===== src/rtl/ebox_mem_seq.sv =====
// rtl/ebox_mem_seq.sv - EBOX memory cycle sequencer between MCL and MBOX
//
// Purpose: accepts memory cycle requests from MCL, latches address/function/
// store data, handshakes the cycle with MBOX, returns read data to AR and
// raises one-cycle fault pulses for page fail, address error and timeout.
//
// Optional feature: define MEM_TIMEOUT_EN to add an 8-bit wait-timeout counter
// in REQ/RD_WAIT; otherwise the sequencer waits indefinitely and
// mem_timeout_h is tied to 0.
//
// Ports:
//   clk3_mcl_h          clock, rising edge
//   mr_reset_04_h       asynchronous active-high reset
//   mcl_mbox_cyc_req_h  cycle request from MCL
//   mcl2_vma_*_l        read/write/user qualifiers (active-low)
//   mcl2_vma_pause_h    read-pause-write qualifier
//   mcl6_vma_fetch_h    instruction fetch qualifier
//   mcl5_adr_err_h      address error on the request
//   vma_13to35_h        virtual address
//   ar_h                store data
//   mbox_ack_h / mbox_rd_valid_h / mbox_page_fail_h / mbox_data_h  MBOX side
//   mbox_req_h / mbox_adr_h / mbox_func_h / mbox_wr_data_h         MBOX request
//   mem_data_h / mcl_load_ar_h                                      read return
//   ebox_mem_wait_h     EBOX stall
//   page_fail_trap_h / adr_err_trap_h / mem_timeout_h              fault pulses
module ebox_mem_seq (
  input  logic        clk3_mcl_h,
  input  logic        mr_reset_04_h,
  input  logic        mcl_mbox_cyc_req_h,
  input  logic        mcl2_vma_read_l,
  input  logic        mcl2_vma_write_l,
  input  logic        mcl2_vma_user_l,
  input  logic        mcl2_vma_pause_h,
  input  logic        mcl6_vma_fetch_h,
  input  logic        mcl5_adr_err_h,
  input  logic [22:0] vma_13to35_h,
  input  logic [35:0] ar_h,
  input  logic        mbox_ack_h,
  input  logic        mbox_rd_valid_h,
  input  logic        mbox_page_fail_h,
  input  logic [35:0] mbox_data_h,
  output logic        mbox_req_h,
  output logic [22:0] mbox_adr_h,
  output logic [3:0]  mbox_func_h,
  output logic [35:0] mbox_wr_data_h,
  output logic [35:0] mem_data_h,
  output logic        mcl_load_ar_h,
  output logic        ebox_mem_wait_h,
  output logic        page_fail_trap_h,
  output logic        adr_err_trap_h,
  output logic        mem_timeout_h
);

  typedef enum logic [1:0] {
    ST_IDLE    = 2'd0,
    ST_REQ     = 2'd1,
    ST_RD_WAIT = 2'd2,
    ST_PAUSE   = 2'd3
  } state_t;

  state_t      state_q, state_d;
  logic [22:0] adr_q, adr_d;
  logic [3:0]  func_q, func_d;
  logic [35:0] wr_data_q, wr_data_d;
  logic [35:0] mem_data_q, mem_data_d;
  logic        load_ar_q, load_ar_d;
  logic        pf_trap_q, pf_trap_d;
  logic        ae_trap_q, ae_trap_d;
  logic        pause_q, pause_d;

`ifdef MEM_TIMEOUT_EN
  logic [7:0]  cnt_q, cnt_d;
  logic        timeout_q, timeout_d;
`endif

  logic rd_req, wr_req, usr_req;
  assign rd_req  = ~mcl2_vma_read_l;
  assign wr_req  = ~mcl2_vma_write_l;
  assign usr_req = ~mcl2_vma_user_l;

  always_comb begin
    state_d    = state_q;
    adr_d      = adr_q;
    func_d     = func_q;
    wr_data_d  = wr_data_q;
    mem_data_d = mem_data_q;
    pause_d    = pause_q;
    load_ar_d  = 1'b0;
    pf_trap_d  = 1'b0;
    ae_trap_d  = 1'b0;
`ifdef MEM_TIMEOUT_EN
    timeout_d  = 1'b0;
`endif

    case (state_q)
      ST_IDLE: begin
        if (mcl_mbox_cyc_req_h && (rd_req || wr_req)) begin
          if (mcl5_adr_err_h) begin
            ae_trap_d = 1'b1;
          end else begin
            adr_d   = vma_13to35_h;
            func_d  = {rd_req, wr_req, usr_req, mcl6_vma_fetch_h};
            pause_d = mcl2_vma_pause_h;
            if (wr_req) wr_data_d = ar_h;
            state_d = ST_REQ;
          end
        end
      end

      ST_REQ: begin
        // Page fail wins over a same-cycle ack.
        if (mbox_page_fail_h) begin
          pf_trap_d = 1'b1;
          pause_d   = 1'b0;
          state_d   = ST_IDLE;
        end else if (mbox_ack_h) begin
          if (func_q[3]) begin
            state_d = ST_RD_WAIT;
          end else begin
            pause_d = 1'b0;
            state_d = ST_IDLE;
          end
        end
`ifdef MEM_TIMEOUT_EN
        else if (cnt_q == 8'hff) begin
          timeout_d = 1'b1;
          pause_d   = 1'b0;
          state_d   = ST_IDLE;
        end
`endif
      end

      ST_RD_WAIT: begin
        if (mbox_page_fail_h) begin
          pf_trap_d = 1'b1;
          pause_d   = 1'b0;
          state_d   = ST_IDLE;
        end else if (mbox_rd_valid_h) begin
          mem_data_d = mbox_data_h;
          load_ar_d  = 1'b1;
          // The pause flag is consumed here; PAUSE itself remembers it.
          state_d    = pause_q ? ST_PAUSE : ST_IDLE;
          pause_d    = 1'b0;
        end
`ifdef MEM_TIMEOUT_EN
        else if (cnt_q == 8'hff) begin
          timeout_d = 1'b1;
          pause_d   = 1'b0;
          state_d   = ST_IDLE;
        end
`endif
      end

      ST_PAUSE: begin
        // Only the write half of read-pause-write may follow; address is kept.
        if (mcl_mbox_cyc_req_h && wr_req) begin
          wr_data_d = ar_h;
          func_d    = {1'b0, 1'b1, usr_req, mcl6_vma_fetch_h};
          state_d   = ST_REQ;
        end
      end

      default: state_d = ST_IDLE;
    endcase

`ifdef MEM_TIMEOUT_EN
    // Counts cycles spent in the current REQ/RD_WAIT visit; restarts on entry.
    if ((state_d == state_q) && ((state_q == ST_REQ) || (state_q == ST_RD_WAIT)))
      cnt_d = cnt_q + 8'd1;
    else
      cnt_d = 8'd0;
`endif
  end

  always_ff @(posedge clk3_mcl_h or posedge mr_reset_04_h) begin
    if (mr_reset_04_h) begin
      state_q    <= ST_IDLE;
      adr_q      <= '0;
      func_q     <= '0;
      wr_data_q  <= '0;
      mem_data_q <= '0;
      load_ar_q  <= 1'b0;
      pf_trap_q  <= 1'b0;
      ae_trap_q  <= 1'b0;
      pause_q    <= 1'b0;
`ifdef MEM_TIMEOUT_EN
      cnt_q      <= '0;
      timeout_q  <= 1'b0;
`endif
    end else begin
      state_q    <= state_d;
      adr_q      <= adr_d;
      func_q     <= func_d;
      wr_data_q  <= wr_data_d;
      mem_data_q <= mem_data_d;
      load_ar_q  <= load_ar_d;
      pf_trap_q  <= pf_trap_d;
      ae_trap_q  <= ae_trap_d;
      pause_q    <= pause_d;
`ifdef MEM_TIMEOUT_EN
      cnt_q      <= cnt_d;
      timeout_q  <= timeout_d;
`endif
    end
  end

  assign mbox_req_h       = (state_q == ST_REQ);
  assign ebox_mem_wait_h  = (state_q == ST_REQ) || (state_q == ST_RD_WAIT);
  assign mbox_adr_h       = adr_q;
  assign mbox_func_h      = func_q;
  assign mbox_wr_data_h   = wr_data_q;
  assign mem_data_h       = mem_data_q;
  assign mcl_load_ar_h    = load_ar_q;
  assign page_fail_trap_h = pf_trap_q;
  assign adr_err_trap_h   = ae_trap_q;
`ifdef MEM_TIMEOUT_EN
  assign mem_timeout_h    = timeout_q;
`else
  assign mem_timeout_h    = 1'b0;
`endif

endmodule


===== config.mk =====
export PLATFORM = sky130hd
export DESIGN_NAME = ebox_mem_seq
export DESIGN_NICKNAME = d
export VERILOG_FILES = /design/src/rtl/ebox_mem_seq.sv
export SDC_FILE = /design/constraint.sdc
export NUM_CORES = 1
export LEC_CHECK = 0
export ABC_AREA = 1
export BUFFER_PORTS_ARGS = -buffer_cell sky130_fd_sc_hd__buf_2
export CORE_ASPECT_RATIO = 1.5
export CORE_MARGIN = 10
export CORE_UTILIZATION = 40
export CTS_CLUSTER_SIZE = 30
export DETAILED_ROUTE_END_ITERATION = 7
export HOLD_SLACK_MARGIN = 0.15
export PLACE_DENSITY = 0.71
export SETUP_SLACK_MARGIN = 0.1
export SLEW_MARGIN = 25
export SYNTH_ARGS = -nofsm -noshare
export SYNTH_HDL_FRONTEND = slang
export SYNTH_SLANG_ARGS = --single-unit

===== constraint.sdc =====
create_clock -name clk3_mcl_h -period 3.95 [get_ports clk3_mcl_h]
set_input_delay 0.395 -clock clk3_mcl_h [delete_from_list [all_inputs] [get_ports clk3_mcl_h]]
set_output_delay 0.395 -clock clk3_mcl_h [all_outputs]
set_load 0.1 [all_outputs]

* After elaboration in Yosys (flattened, before gate mapping)
Cells that the tools add are included.
Word-level totals: logic and storage cells 73, output and inout port bits 105, flip-flop bits (word level) 105, input port bits 107
Cells by class: equality and inequality tests 10, mux-type cells 35, bitwise gates (word level) 5, reductions and logical operators 14
Operators with widths (count):
- 36-bit 2-to-1 mux | 4
- 36-bit case mux with 2 select lines | 1
- 2-bit 2-to-1 mux | 9
- 1-bit 2-to-1 mux | 15
- 4-bit 2-to-1 mux | 3
- 5-bit AND reduction | 2
- 3-bit != test (second input constant) | 3
- 2-bit != test (second input constant) | 4
- 2-bit case mux with 4 select lines | 1
- 4-bit case mux with 2 select lines | 1
- 3-bit AND reduction | 2
- 6-bit AND reduction | 1
- 1-bit inverter | 5
- 2-bit equality test (second input constant) | 2
- 4-bit AND reduction | 1
- 1-bit case mux with 3 select lines | 1
- 3-bit nonzero test | 1
- 2-bit by 1-bit equality test with 1-bit output (second input constant) | 1
- 1-bit logical AND | 2
- 2-bit logical NOT | 1
- 1-bit logical OR | 2
- 2-bit nonzero test | 1
- 2-bit OR reduction | 1

* Logic depth before layout (Yosys ltp)
Gate-level depths: netlist (run 1).
word-level depth 5, depth in mapped cells 9, mapped depth without buffers 8

* Worst setup path before layout (run 1)
No wires, ideal clock.
path kind register -> register, from reg state_q[1], to reg pause_q, data arrival time 1.716 ns, path buffers 0, slack 2.117 ns, cell stages (with the launch flop) 8, period minus slack after synthesis 1.833 ns, path through dfrtp_1 -> inv_1 -> ha_1 -> nand2_1 -> inv_1 -> nor2_1 -> nand3_1 -> nand2_1
Between the ends: longest elaborated chain between the ends 3, elaborated cells between the ends (all ways) 11
Ends and longest elaborated chain:
- from (decl) | line 61 | state_t state_q, state_d;
- from (signal assigned) | line 191 | state_q <= state_d;
- 2-bit by 1-bit equality test with 1-bit output *
- named net mbox_req_h | line 42 | output logic mbox_req_h,
- 3-bit != test (no line) or 3-bit nonzero test (tied branches)
- 6-bit AND reduction (no line)
- to (signal assigned) | line 199 | pause_q <= pause_d;
- to (decl) | line 69 | logic pause_q, pause_d;
The timed path passes the listed nets; every way through them passes the cells marked *. A chain may end at the register's enable or synchronous reset.

* Final worst setup path (run 1)
from reg state_q[0], to reg wr_data_q[6], in the netlist mbox_wr_data_h[6]
Between the ends: longest elaborated chain between the ends 3, elaborated cells between the ends (all ways) 9
Ends and longest elaborated chain:
- 2-bit equality test or 2-bit logical NOT (tied branches) | line 95 | case (state_q)
- 2-bit != test (no line) or 2-bit nonzero test (tied branches)
- 5-bit AND reduction (no line)
- to (signal assigned) | line 194 | wr_data_q <= wr_data_d;
- to (decl) | line 64 | logic [35:0] wr_data_q, wr_data_d;
Several ways; a longest one is shown, not always the timed one.

==> results.sh, run 1 <==
export IMPL_slew_violations=0
export IMPL_relSlewSlack=0.406
export IMPL_crit_slowest_cell="nor2_4"
export IMPL_ys_async_sr_fraction=1.00
export IMPL_synth_edf_count=0
export IMPL_grt_pass1_vias=4002
export IMPL_maxCapViolations=0
export IMPL_dr_pass1_iters=4
export IMPL_required_ns=4.22
export IMPL_dieHeight_um=147
export IMPL_hp_class="input port to flop"
export IMPL_vias=3908
export IMPL_ff2ff_setup_slack_ns=1.42
export IMPL_dp_hpwl_um=9720
export IMPL_clockBufferDepth=2
export IMPL_finalHoldViolCount=0
export IMPL_crit_fanout=37
export IMPL_crit_type="flop to flop"
export IMPL_crit_chain="inv_1 -> ha_1 -> nand2_1 -> nand3_4 -> nor2_4 -> nand2_1 -> nand2_1"
export IMPL_period_needed_ns=2.53
export IMPL_via_per_inst=4.64
export IMPL_yosysMostFrequentCell="nand2_1"
export IMPL_clock_latency_ns=0.33
export IMPL_num_rows=46
export IMPL_fin_crit_sh=0.639
export IMPL_drive_gt1_frac=0.339
export IMPL_postCtsHoldBufs=0
export IMPL_antenna_found_initial=1
export IMPL_setup_viol=0
export IMPL_fin_tns_setup_ns=0
export IMPL_drt_iter0_drc=156
export IMPL_cp_start_kind="flop"
export IMPL_gp_congestion=0.743
export IMPL_clock_sinks=105
export IMPL_placed_cells=826
export IMPL_ys_warn_count=0
export IMPL_yosys_top_cells_area="dfrtp_1 61%, nand2_1 23%, o21ai_0 6.9%"
export IMPL_max_clock_freq_mhz=396
export IMPL_grt_max_degree=74
export IMPL_wl_um=12900
export IMPL_synth_seq_area_share=0.611
export IMPL_yosysUniqueCellTypes=24
export IMPL_syn_area_per_cell_um2=8.72
export IMPL_synth_area_leader_cell="dfrtp_1"
export IMPL_numPortBuffers=210
export IMPL_die_w_um=105
export IMPL_syn_nets=606
export IMPL_netlist_area_um2=4300
export IMPL_grt_usage=0.163
export IMPL_outcome="finished clean"
export IMPL_ctsResizeCount=0
export IMPL_final_nets=806
export IMPL_path_common_cell="nand2_1"
export IMPL_htree_levels=3
export IMPL_fillCellCount=1023
export IMPL_synth_cells=493
export IMPL_pin_count=212
export IMPL_initial_core_util=0.408
export IMPL_fin_cells=842
export IMPL_cts_tree="done"
export IMPL_rsz0062_at_grt="no"
export IMPL_worst_pin_slew_ns=0.889
export IMPL_drc_errors=0
export IMPL_cts_root_buf="clkbuf_16"
export IMPL_synth_top_area_frac=0.611
export IMPL_fin_worst_skew_ns=0.00572
export IMPL_postCtsSetupBuffers=0
export IMPL_die_area_um2=15400
export IMPL_ys_ff_latch=105
export IMPL_coreArea_um2=10500
export IMPL_grt_pass1_wl_um=20500
export IMPL_fin_util=0.546
export IMPL_critPathCaptureType="flop"
export IMPL_path_clk_slew_ns=0.07
export IMPL_overflow=0
export IMPL_synth_common_cells="259 x nand2_1, 105 x dfrtp_1, 59 x o21ai_0"
export IMPL_cp_slowest_stage_delay_ns=0.77
export IMPL_wl_per_cell_um=15.3
export IMPL_cts_buffers=9
export IMPL_area_growth_pct=33.7
export IMPL_cp_arrival_ns=2.79
export IMPL_ys_flop_type="dfrtp_1"
export IMPL_ant_nets=0
==> logic make-up after synthesis <==
| group | synth area share |
|---|---|
| and+or+nand+nor | 0.257 |
| DFF | 0.611 |
| AOI/OAI and AO/OA | 0.0727 |
| buffers and inverters | 0.0404 |
| adders and majority gates | 0.0175 |
| other | 0.000872 |
==> metal layers <==
metal,up-vias,wire (µm),share of wire,GRT usage
met1,1806,5340,0.41,0.193
met4,0,331,0.026,0.0606
met5,-,0,0,0
li1,1928,-,-,-
met2,154,6230,0.48,0.266
met3,20,976,0.076,0.0560
==> per-stage QoR <==
stage          worst slack, ns  hold slack [ns]  area, µm²
3_5_place_dp              1.36            0.458       5430
6_report                  1.42            0.251       5750
4_1_cts                   1.42            0.242       5750
3_3_place_gp              1.44            0.456       5430
2_1_floorplan            0.794            0.442       4300
5_1_grt                   1.16            0.249       5750
==> flip-flops by register name, indices dropped and copies added (netlist names) <==
signal            flops
pause_q               1
mem_data_h           36
mbox_func_h           4
adr_err_trap_h        1
page_fail_trap_h      1
mcl_load_ar_h         1
mbox_wr_data_h       36
state_q               2
mbox_adr_h           23
==> critical path: cells and delay by family, from the launching register on <==
kind / cells / cell delay (ns)
flip-flops: 1 / 0.44
adder cells (fa/ha/maj): 1 / 0.27
AND/OR/NAND/NOR: 5 / 1.65
buffers and inverters: 1 / 0.09
==> cells in the final DEF, fill, tap and decap left out, types with 5 or more instances in the layout <==
cell type	n
nor2_1	9
dfrtp_1	105
nand2_1	259
clkbuf_16	9
inv_1	11
buf_2	210
ha_1	6
nand3_1	5
o21ai_0	59
==> area by class of cell <==
cell class | count | area, µm² | area share
diodes | 1 | 2.50 | 0.000435
repair buffers | 212 | 1070 | 0.185
well taps | 144 | 180 | 0.0313
flip-flops and latches | 105 | 2630 | 0.457
inverters | 14 | 55.1 | 0.00958
multi-input cells | 351 | 1500 | 0.261
clock inverters | 4 | 76.3 | 0.0133
clock buffers | 11 | 243 | 0.0422
==> path summary, 6_finish.rpt <==
path,start,end,depth (start not counted)
max,state_q[0],mbox_wr_data_h[6],7
min,mbox_data_h[28],mem_data_h[28],3
max reg2reg,state_q[0],mbox_wr_data_h[6],7
min reg2reg,mbox_func_h[2],mbox_func_h[2],2
max in group asynchronous,mr_reset_04_h,mbox_adr_h[7],3
min in group asynchronous,mr_reset_04_h,mem_data_h[11],2
Power of run 1 is not shown: default switching activity piles up to over one toggle a cycle in this logic, so the estimate is an artifact.
==> inputs of run 2 (changes only) <==
--- a/config.mk
+++ b/config.mk
@@ -13,7 +13,7 @@
 export CTS_CLUSTER_SIZE = 30
 export DETAILED_ROUTE_END_ITERATION = 7
 export HOLD_SLACK_MARGIN = 0.15
-export PLACE_DENSITY = 0.71
+export PLACE_DENSITY = 0.74
 export SETUP_SLACK_MARGIN = 0.1
 export SLEW_MARGIN = 25
 export SYNTH_ARGS = -nofsm -noshare
==> constraint.sdc (replaced) <==
create_clock -name clk3_mcl_h -period 2.1 [get_ports clk3_mcl_h]
set_input_delay 0.21 -clock clk3_mcl_h [delete_from_list [all_inputs] [get_ports clk3_mcl_h]]
set_output_delay 0.21 -clock clk3_mcl_h [all_outputs]
set_load 0.1 [all_outputs]
==> run 2 against run 1 <==
Global-route usage is 3.0 points higher. Cell count is 13% higher. Die area stayed put. Flip-flop and latch count stayed put. Highest routed layer unchanged. Critical path type unchanged. Critical path depth stayed put. Largest cell class unchanged.
==> results.sh, run 2 (synthesized netlist as in run 1, its figures left out) <==
export IMPL_clock_latency_ns=0.34
export IMPL_cts_root_buf="clkbuf_16"
export IMPL_relSlewSlack=0.653
export IMPL_grt_max_degree=70
export IMPL_r2r_cells=7
export IMPL_required_ns=2.38
export IMPL_ant_nets=0
export IMPL_fin_worst_skew_ns=0.00738
export IMPL_drc_errors=0
export IMPL_critPathTopFamily="simple AND/OR/NAND/NOR gates"
export IMPL_crit_slowest_cell="dfrtp_1"
export IMPL_cts_buffers=9
export IMPL_period_needed_ns=1.86
export IMPL_regArea_um2=2630
export IMPL_cp_arrival_ns=2.13
export IMPL_htree_levels=3
export IMPL_fin_tns_setup_ns=0
export IMPL_die_w_um=105
export IMPL_slew_violations=0
export IMPL_startpoint="state_q[0]"
export IMPL_overflow=0
export IMPL_die_area_um2=15400
export IMPL_worst_pin_slew_ns=0.523
export IMPL_cp_slowest_stage_delay_ns=0.45
export IMPL_fin_cells=954
export IMPL_crit_fanout=36
export IMPL_dieHeight_um=147
export IMPL_ff2ff_setup_slack_ns=0.24
export IMPL_multi_input_area_um2=1510
export IMPL_wl_um=15200
export IMPL_vias=4499
export IMPL_cp_depth=7
export IMPL_drive_gt1_frac=0.307
export IMPL_hp_class="input port to flop"
export IMPL_critPathCaptureType="flop"
export IMPL_clockBufferDepth=2
export IMPL_final_common_cell="nand2_1"
export IMPL_grt_pass1_wl_um=24000
export IMPL_r2r_start="state_q[0]"
export IMPL_fin_crit_sh=0.883
export IMPL_antenna_found_initial=2
export IMPL_final_nets=916
export IMPL_dr_pass1_iters=4
export IMPL_dp_hpwl_um=9910
export IMPL_area_growth_pct=60.4
export IMPL_numPortBuffers=210
export IMPL_crit_type="flop to flop"
export IMPL_drt_iter0_drc=205
export IMPL_pin_count=212
export IMPL_via_per_inst=4.72
export IMPL_placed_cells=834
export IMPL_rsz0062_at_grt="no"
export IMPL_layout_common_cells="259 x nand2_1, 209 x buf_2, 105 x dfrtp_1"
export IMPL_finalHoldViolCount=0
export IMPL_outcome="finished clean"
export IMPL_max_clock_freq_mhz=539
export IMPL_num_rows=46
export IMPL_initial_core_util=0.408
export IMPL_endpoint="mbox_wr_data_h[19]"
export IMPL_path_clk_slew_ns=0.07
export IMPL_grt_pass1_vias=4777
export IMPL_cts_tree="done"
export IMPL_coreArea_um2=10500
export IMPL_clock_sinks=105
export IMPL_r2r_end="mbox_wr_data_h[19]"
export IMPL_maxCapViolations=0
export IMPL_gp_congestion=0.835
export IMPL_fillCellCount=806
export IMPL_setup_viol=0
export IMPL_crit_chain="inv_1 -> ha_1 -> or2_2 -> nand3_4 -> buf_6 -> o21ai_0 -> nand2_1"
export IMPL_path_buf_inv=2
export IMPL_grt_usage=0.192
export IMPL_wl_per_cell_um=16.0
export IMPL_cp_start_kind="flop"
## run 2: changes by cell type in the layout (fill, tap and decap cells not counted), sizes merged
cell,previous run,this run
dlygate4sd3,0,100
buf,212,220
nor2,11,12
inv,15,14
clkinvlp,1,2
diode,1,2
clkinv,0,2
## run 2: how the worst min path moves through the flow
stage	from	end	slack (ns)	cells after the start
finish	mcl2_vma_pause_h	pause_q	0.19	5
global route	mcl2_vma_pause_h	pause_q	0.21	5
CTS	mcl2_vma_pause_h	pause_q	0.18	5
detailed placement	mr_reset_04_h	mem_data_h[27]	0.19	2
global placement	mr_reset_04_h	mem_data_h[27]	0.18	2
floorplan	mbox_page_fail_h	page_fail_trap_h	0.31	2
## run 2: what timing repair did
item                                   in CTS  in global routing
endpoints found under the hold margin     110                  0
setup buffers                               0                  1
pin swaps                                   1                  1
setup endpoints to repair                  23                 38
cloned                                      0                  1
hold buffers                              100                  0
resized for setup                           0                  3
## run 2: worst register-to-register path, stage by stage (launching register included)
cell and delay [ns]:
dfrtp_1 0.45, inv_1 0.10, ha_1 0.27, or2_2 0.34, nand3_4 0.12, buf_6 0.26, o21ai_0 0.16, nand2_1 0.09
## run 2: per-layer routing
metal	GRT usage	share of wire
met1	0.196	0.36
met2	0.340	0.53
met3	0.0696	0.078
met4	0.0923	0.035
met5	0	0
## run 2: final cells by class
cell class	count	area share
well taps	144	0.0261
clock inverters	6	0.0131
flip-flops and latches	105	0.381
clock buffers	10	0.0346
diodes	2	0.000725
repair buffers	321	0.318
inverters	14	0.00816
multi-input cells	352	0.219
## run 2: metrics by stage
stage          hold slack [ns]  utilization  cell area (µm²)  setup WS [ns]
5_1_grt                  0.210        0.655             6900          0.128
4_1_cts                  0.181        0.651             6860         0.0874
3_3_place_gp             0.181        0.525             5530          0.199
6_report                 0.190        0.655             6900          0.245
2_1_floorplan            0.310            -             4300          0.267
3_5_place_dp             0.190        0.525             5530         0.0799
Power of run 2 is left out for the same reason.
